`src/rtl/led_blink_arbiter.sv`:
```
// Shares one LED between three requesters: round-robin grant, then plays an
// N-blink code with tick-based on/off/gap timing; heartbeat shown while idle.
module led_blink_arbiter #(
  parameter int unsigned TICK_DIV  = 800000,
  parameter int unsigned ON_TICKS  = 6,
  parameter int unsigned OFF_TICKS = 6,
  parameter int unsigned GAP_TICKS = 20,
  parameter int unsigned HB_BIT    = 20
) (
  input  logic       CLOCK,
  input  logic       RESET_N,
  input  logic [2:0] req,
  input  logic [3:0] cnt0,
  input  logic [3:0] cnt1,
  input  logic [3:0] cnt2,
  output logic [2:0] grant,
  output logic [2:0] done,
  output logic       busy,
  output logic       led
);

  localparam int unsigned    PW        = $clog2(TICK_DIV);
  localparam logic [PW-1:0]  PRESC_MAX = PW'(TICK_DIV - 1);
  localparam logic [PW-1:0]  PRESC_PRE = PW'(TICK_DIV - 2);
  localparam logic [7:0]     ON_LAST   = 8'(ON_TICKS - 1);
  localparam logic [7:0]     OFF_LAST  = 8'(OFF_TICKS - 1);
  localparam logic [7:0]     GAP_LAST  = 8'(GAP_TICKS - 1);

  typedef enum logic [1:0] {S_IDLE, S_ON, S_OFF, S_GAP} state_e;

  state_e         state_q, state_d;
  logic [PW-1:0]  presc_q, presc_d;
  logic [7:0]     phase_q, phase_d;
  logic [31:0]    hb_cnt_q, hb_cnt_d;
  logic [1:0]     last_q, last_d;
  logic [3:0]     blinks_q, blinks_d;
  logic [2:0]     grant_q, grant_d;
  logic [2:0]     done_q, done_d;
  logic           busy_q, busy_d;
  logic           led_q, led_d;

  logic           tick;
  logic [1:0]     win;
  logic [3:0]     cnt_sel;

  // Candidates are scanned last+3 down to last+1 so the nearest one wins.
  function automatic logic [1:0] rr_pick(input logic [2:0] r, input logic [1:0] last);
    logic [2:0] s;
    logic [1:0] idx;
    rr_pick = 2'd0;
    for (int k = 3; k >= 1; k--) begin
      s   = {1'b0, last} + 3'(k);
      idx = (s >= 3'd3) ? 2'(s - 3'd3) : s[1:0];
      if (r[idx]) rr_pick = idx;
    end
  endfunction

  assign tick = (presc_q == PRESC_MAX);
  assign win  = rr_pick(req, last_q);

  always_comb begin
    case (win)
      2'd0:    cnt_sel = cnt0;
      2'd1:    cnt_sel = cnt1;
      default: cnt_sel = cnt2;
    endcase
  end

  always_comb begin
    state_d  = state_q;
    presc_d  = tick ? '0 : presc_q + PW'(1);
    phase_d  = phase_q + 8'(tick);
    hb_cnt_d = hb_cnt_q + 32'd1;
    last_d   = last_q;
    blinks_d = blinks_q;
    grant_d  = grant_q;
    done_d   = 3'b000;

    case (state_q)
      S_IDLE: begin
        if (|req) begin
          last_d   = win;
          grant_d  = 3'b001 << win;
          blinks_d = cnt_sel;
          state_d  = (cnt_sel != 4'd0) ? S_ON : S_GAP;
        end
      end
      S_ON: begin
        if (tick && phase_q == ON_LAST) begin
          blinks_d = blinks_q - 4'd1;
          state_d  = S_OFF;
        end
      end
      S_OFF: begin
        if (tick && phase_q == OFF_LAST)
          state_d = (blinks_q != 4'd0) ? S_ON : S_GAP;
      end
      S_GAP: begin
        // done is registered, so raise it one cycle ahead of the final tick
        if (presc_q == PRESC_PRE && phase_q == GAP_LAST)
          done_d = grant_q;
        if (tick && phase_q == GAP_LAST) begin
          state_d = S_IDLE;
          grant_d = 3'b000;
        end
      end
      default: state_d = S_IDLE;
    endcase

    if (state_d != state_q) begin
      presc_d = '0;
      phase_d = 8'd0;
    end

    busy_d = |grant_d;
    led_d  = (state_d == S_ON) || (state_d == S_IDLE && hb_cnt_d[HB_BIT]);
  end

  always_ff @(posedge CLOCK or negedge RESET_N) begin
    if (!RESET_N) begin
      state_q  <= S_IDLE;
      presc_q  <= '0;
      phase_q  <= 8'd0;
      hb_cnt_q <= 32'd0;
      last_q   <= 2'd2;
      blinks_q <= 4'd0;
      grant_q  <= 3'b000;
      done_q   <= 3'b000;
      busy_q   <= 1'b0;
      led_q    <= 1'b0;
    end else begin
      state_q  <= state_d;
      presc_q  <= presc_d;
      phase_q  <= phase_d;
      hb_cnt_q <= hb_cnt_d;
      last_q   <= last_d;
      blinks_q <= blinks_d;
      grant_q  <= grant_d;
      done_q   <= done_d;
      busy_q   <= busy_d;
      led_q    <= led_d;
    end
  end

  assign grant = grant_q;
  assign done  = done_q;
  assign busy  = busy_q;
  assign led   = led_q;

endmodule

```
`config.mk`:
```
export PLATFORM = sky130hd
export DESIGN_NAME = led_blink_arbiter
export DESIGN_NICKNAME = d
export VERILOG_FILES = /design/src/rtl/led_blink_arbiter.sv
export SDC_FILE = /design/constraint.sdc
export NUM_CORES = 1
export LEC_CHECK = 0
export BUFFER_PORTS_ARGS = -buffer_cell sky130_fd_sc_hd__clkbuf_2
export CAP_MARGIN = 20
export CORE_MARGIN = 1.5
export CORE_UTILIZATION = 25
export CTS_CLUSTER_SIZE = 8
export DETAILED_ROUTE_END_ITERATION = 6
export GPL_TIMING_DRIVEN = 0
export HOLD_SLACK_MARGIN = 0.12
export PLACE_DENSITY = 0.44
export RECOVER_POWER = 100
export REMOVE_ABC_BUFFERS = 1
export SYNTH_ARGS = -nofsm -noshare
export SYNTH_HDL_FRONTEND = slang
export SYNTH_SLANG_ARGS = --single-unit
```
`constraint.sdc`:
```
create_clock -name CLOCK -period 7.8 [get_ports CLOCK]
set_input_delay 0.78 -clock CLOCK [delete_from_list [all_inputs] [get_ports CLOCK]]
set_output_delay 0.78 -clock CLOCK [all_outputs]
set_load 0.05 [all_outputs]
```
After elaboration in Yosys (flattened, before gate mapping)
Cells that the tools add are included.

word-level totals
  register bits = 76
  latch bits = 0
  bits in writable memories = 0
  bits in read-only memories = 0
  input bits = 17
  logic and storage cells = 85
  memories = 0

operators by class
  add/sub/neg operators = 10
  $mul = 0
  div/mod/pow operators = 0
  magnitude comparators = 6
  eq/ne operators = 12
  shift-type cells = 1
  mux-type cells = 31
  bitwise logic cells = 0
  reductions and logical operators = 15

operators with widths
  operator                                                                              number
  20-bit equality test (second input constant)                                          2
  20-bit two-way mux                                                                    2
  32-bit by 1-bit adder with 32-bit output (second input constant)                      1
  2-bit two-way mux                                                                     12
  20-bit by 1-bit adder with 20-bit output (second input constant)                      1
  4-bit case mux with 2 select lines                                                    2
  3-bit two-way mux                                                                     4
  3-bit by 2-bit greater-or-equal comparator with 1-bit output (second input constant)  3
  2-bit by 3-bit < comparator with 1-bit output (second input constant)                 3
  8-bit by 1-bit adder with 8-bit output                                                1
  8-bit by 3-bit equality test with 1-bit output (second input constant)                1
  8-bit by 5-bit equality test with 1-bit output (second input constant)                1
  4-bit two-way mux                                                                     2
  8-bit two-way mux                                                                     1
  2-bit case mux with 4 select lines                                                    1
  4-bit nonzero test                                                                    2
  2-bit by 2-bit adder with 3-bit output (second input constant)                        2
  1-bit binary-select mux with 2-bit select                                             3
  2-bit by 1-bit equality test with 1-bit output (second input constant)                3
  2-bit zero test                                                                       3
  3-bit case mux with 2 select lines                                                    1
  3-bit OR reduction                                                                    2
  2-bit subtractor (second input constant)                                              3
  2-bit equality test (second input constant)                                           2
  other kinds (11)                                                                      17

Depth between registers and ports, before layout
  depth in word-level cells = 17
  mapped depth = 10

Worst setup path before layout
Ideal clock, no wire load.

  kind = reg-to-reg
  start = register last_q[1]
  end = register presc_q[10]
  library setup time = 121 ps
  arrival time = 2,388 ps
  data required time = 7,679 ps
  slack = 5,291 ps
  stages on the path, launching flop included = 11
  cells stage by stage = dfstp_2 -> inv_1 -> ha_1 -> nor2b_1 -> o32ai_1 -> nor3_1 -> a211oi_1 -> a211oi_1 -> o21ai_4 -> buf_6 -> nor2_1

on the way
  cells in the longest elaborated chain, start to end = 16
  elaborated cells on any way between the ends = 30
  those cells by class = add/sub (6); order compare (3); eq/ne (2); mux (17); reduce/logical (2)

RTL lines
  element                                                                                                  line  text
  start: declaration                                                                                       35    logic [1:0] last_q, last_d;
  start signal: assignment                                                                                 136   last_q <= last_d;
  2-bit by 2-bit adder with 3-bit output                                                                   52    s = {1'b0, last} + 3'(k);
  3-bit by 2-bit greater-or-equal comparator with 1-bit output / 2-bit subtractor (equally long branches)  53    idx = (s >= 3'd3) ? 2'(s - 3'd3) : s[1:0];
  2-bit two-way mux                                                                                        53
  1-bit binary-select mux with 2-bit select                                                                54    if (r[idx]) rr_pick = idx;
  1-bit two-way mux (not written as such)                                                                  54
  2-bit two-way mux (2 in a row)                                                                           54
  2-bit two-way mux *                                                                                      54
  2-bit by 1-bit equality test with 1-bit output / 2-bit zero test (equally long branches)                 62    case (win)
  4-bit case mux with 2 select lines *                                                                     62
  4-bit nonzero test *                                                                                     85    state_d = (cnt_sel != 4'd0) ? S_ON : S_GAP;
  2-bit two-way mux *                                                                                      85
  2-bit two-way mux *                                                                                      81    if (|req) begin
  2-bit case mux with 4 select lines *                                                                     79    case (state_q)
  2-bit != test *                                                                                          110   if (state_d != state_q) begin
  20-bit two-way mux *                                                                                     110
  net presc_d[10]                                                                                          32    logic [PW-1:0] presc_q, presc_d;
  end signal: assignment                                                                                   133   presc_q <= presc_d;
  end: declaration                                                                                         32

Mark *: on every way through the listed nets, which the timed path passes. The rest lies on a longest branch. The select of a mux whose other input is x is not followed.
A chain may end at the register's enable or synchronous reset.

==> impl_metrics.py <==
metrics = {
    "route": {
        "wire_per_inst_um": 11.9,
        "drt_iter0_drc": 101,
        "dr.pass1.iters": 4,
        "vias": 2482,
        "routed_wl_um": 6510,
        "drc": 0,
        "avgViaCountPerCell": 4.52,
        "detail-route-antenna-nets": 0,
    },
    "synth": {
        "synth_warnings": 0,
        "ys_ff_latch": 65,
        "synthFlopType": "dfrtp_1",
        "synthCells": 337,
        "syn_avg_cell_area_um2": 10.0,
        "synthArstFlopShare": 1.00,
        "synth_top_cell_by_area": "dfrtp_1",
        "netlist_top_cells_area": "dfrtp_1 47%, xor2_1 6.0%, ha_1 5.2%",
        "yosysTopAreaCellShare": 0.474,
        "synth_edf_count": 0,
        "ys_seq_area_frac": 0.482,
        "synth_area_um2": 3380,
        "synth_cell_types": 49,
    },
    "clock_tree": {
        "clkSlewWorstSetupHoldPaths_ps": 50,
        "clock_sinks": 65,
        "h-tree-depth": 3,
        "cts-root-buf": "clkbuf_16",
        "clk_latency_ps": 330,
        "clockBufferDepth": 2,
        "post_cts_buffers": 0,
        "cts_made_buffers": 9,
        "ctsHoldBuffers": 0,
        "postCtsResizedCells": 0,
        "cts_tree": "done",
    },
    "floorplan": {
        "coreArea_um2": 13200,
        "io_pins": 25,
        "die_h_um": 119,
        "start_util": 0.256,
        "die_area_um2": 14200,
        "rows": 42,
        "chipWidth_um": 119,
    },
    "placed_design": {
        "place_congestion": 0.780,
        "place_hpwl_um": 4570,
        "post-place-ws_ps": 4650,
        "dpl_cell_area_um2": 3710,
        "placed_cells": 533,
        "port_buffers": 24,
    },
    "final_layout": {
        "synthToLayoutAreaGrowth_pct": 18.6,
        "diodes": 0,
        "finalInstanceArea_um2": 4000,
        "drive_above_1_share": 0.107,
        "fillCellCount": 1360,
        "nets": 399,
        "final_cell_count_no_fill": 549,
    },
    "global_routing": {
        "overflow": 0,
        "grt_pass1_wl_um": 11400,
        "grt_max_degree": 51,
        "grt_pass1_vias": 2437,
        "antenna_found_initial": 0,
        "track_usage": 0.100,
    },
    "timing": {
        "slew_headroom": -0.801,
        "setup_viol": 0,
        "hold_viol": 0,
        "skew_ps": 5.27,
        "setup-tns-final_ps": 0,
        "drv_slew": 51,
        "setup_slack_ps": 4270,
        "rsz0062_at_grt": "no",
        "timing.final.crit_share": 0.453,
        "worst_pin_slew_ps": 2700,
        "fin_crit_ps": 3530,
        "fmax_mhz": 283,
    },
    "setup_path": {
        "end_kind": "asynchronous set/reset pin",
        "r2r_cells": 9,
        "startpoint_type": "input pin",
        "cpLargestDelayFamily": "buffers and inverters",
        "cp_common_cell": "clkbuf_1",
        "r2r_slack_ps": 4710,
        "crit_fanout": 50,
        "path_cells": "clkbuf_1 -> clkbuf_1",
        "crit_type": "in2async",
        "path_buf_inv": 2,
        "cp_data_arrival_time_ps": 3380,
        "slowest_stage": "clkbuf_1",
        "cp.required_ps": 7640,
        "timing.rr.start": "last_q[1]$_DFFE_PN1P_",
        "r2r_end": "presc_q[4]$_DFF_PN0_",
        "crit_path_max_incr_delay_ps": 1970,
    },
    "outcome": {
        "status": "complete, but fails checks",
        "violations": "max-capacitance violations, max-slew violations",
    },
    "pwr": {
        "ir_drop_uv": 143,
        "powerDensity_nw_per_um2": 196,
        "p_leak_nw": 1.78,
    },
    "worst_hold_path": {
        "hold_depth": 1,
        "worstHoldPathType": "reg2reg",
        "min_to": "hb_cnt_q[8]$_DFF_PN0_",
        "min_from": "hb_cnt_q[8]$_DFF_PN0_",
    },
    "job": {
        "cap_viol_max_count": 1,
    },
}
## power by group
part | internal [mW] | switching, mW | total, mW
clock network | 0.291 | 0.136 | 0.427
registers | 0.338 | 0 | 0.338
logic | 0.00661 | 0.0130 | 0.0196
total | 0.635 | 0.149 | 0.784
## per-stage QoR
stage / hold slack [ps] / total power, mW / utilization
floorplan: 436 / 0.350 / -
global placement: 452 / 0.363 / 0.279
detailed placement: 455 / 0.366 / 0.282
CTS: 338 / 0.803 / 0.306
global route: 475 / 0.816 / 0.304
finish: 458 / 0.784 / 0.304
## how the worst max path moves through the flow
stage,startpoint,end,slack [ps],cells after the start
global placement,last_q[1]$_DFFE_PN1P_,phase_q[4]$_DFF_PN0_,4730,9
detailed placement,last_q[1]$_DFFE_PN1P_,presc_q[3]$_DFF_PN0_,4650,9
global route,RESET_N,hb_cnt_q[11]$_DFF_PN0_,3490,2
floorplan,last_q[1]$_DFFE_PN1P_,presc_q[13]$_DFF_PN0_,5200,9
finish,RESET_N,hb_cnt_q[11]$_DFF_PN0_,4270,2
CTS,last_q[1]$_DFFE_PN1P_,presc_q[3]$_DFF_PN0_,4650,9
## flip-flops by register name (all words and copies together), names as in the netlist
signal and flops:
led 1, last_q 2, done 3, presc_q 20, busy 1, grant 3, phase_q 8, hb_cnt_q 21
blinks_q 4, state_q 2
## cells in the final DEF (no fill, tap or decap), types with 9 or more instances in the layout
cell and count:
nor3_1 15, clkbuf_2 15, nand2_1 17, clkbuf_16 9, xnor2_1 17, nand3_1 20, nand4_1 9, xor2_1 23
clkbuf_1 11, inv_1 17, ha_1 14, nor2_1 44, dfrtp_1 64
## synthesized netlist by cell type (all sizes together) (5+ instances only)
library cell and number:
dfrtp 64, nor2 44, xor2 23, nand3 20
inv 17, nand2 17, xnor2 17, nor3 15
ha 14, nand4 9, o21ai 9, a211oi 8
and3 8, a21oi 6, and2 6, a22o 5
## layer usage
| layer | global-route usage | vias to the layer above | part of all wire |
|---|---|---|---|
| met1 | 0.128 | 1193 | 0.49 |
| met5 | 0 | - | 0 |
| met3 | 0.0321 | 10 | 0.040 |
| li1 | - | 1242 | - |
| met2 | 0.158 | 37 | 0.46 |
| met4 | 0.0384 | 0 | 0.011 |
## kinds of logic after synthesis
kind of cell / Yosys count / synth area share
adder cells (fa/ha/maj): 14 / 0.0519
flip-flops: 65 / 0.482
AND/OR/NAND/NOR: 146 / 0.219
buffers and inverters: 22 / 0.0289
AO/OA/AOI/OAI: 50 / 0.114
XOR/XNOR: 40 / 0.104
## cell type report
class,instances,area (µm²),share of cell area
clock buffer,15,298,0.0744
clock inverter,1,30.0,0.00750
inverter,17,63.8,0.0159
multi-input combinational,250,1650,0.412
sequential,65,1630,0.407
tap,176,220,0.0550
timing repair buffer,25,113,0.0281
(Power assumes the default switching activity.)
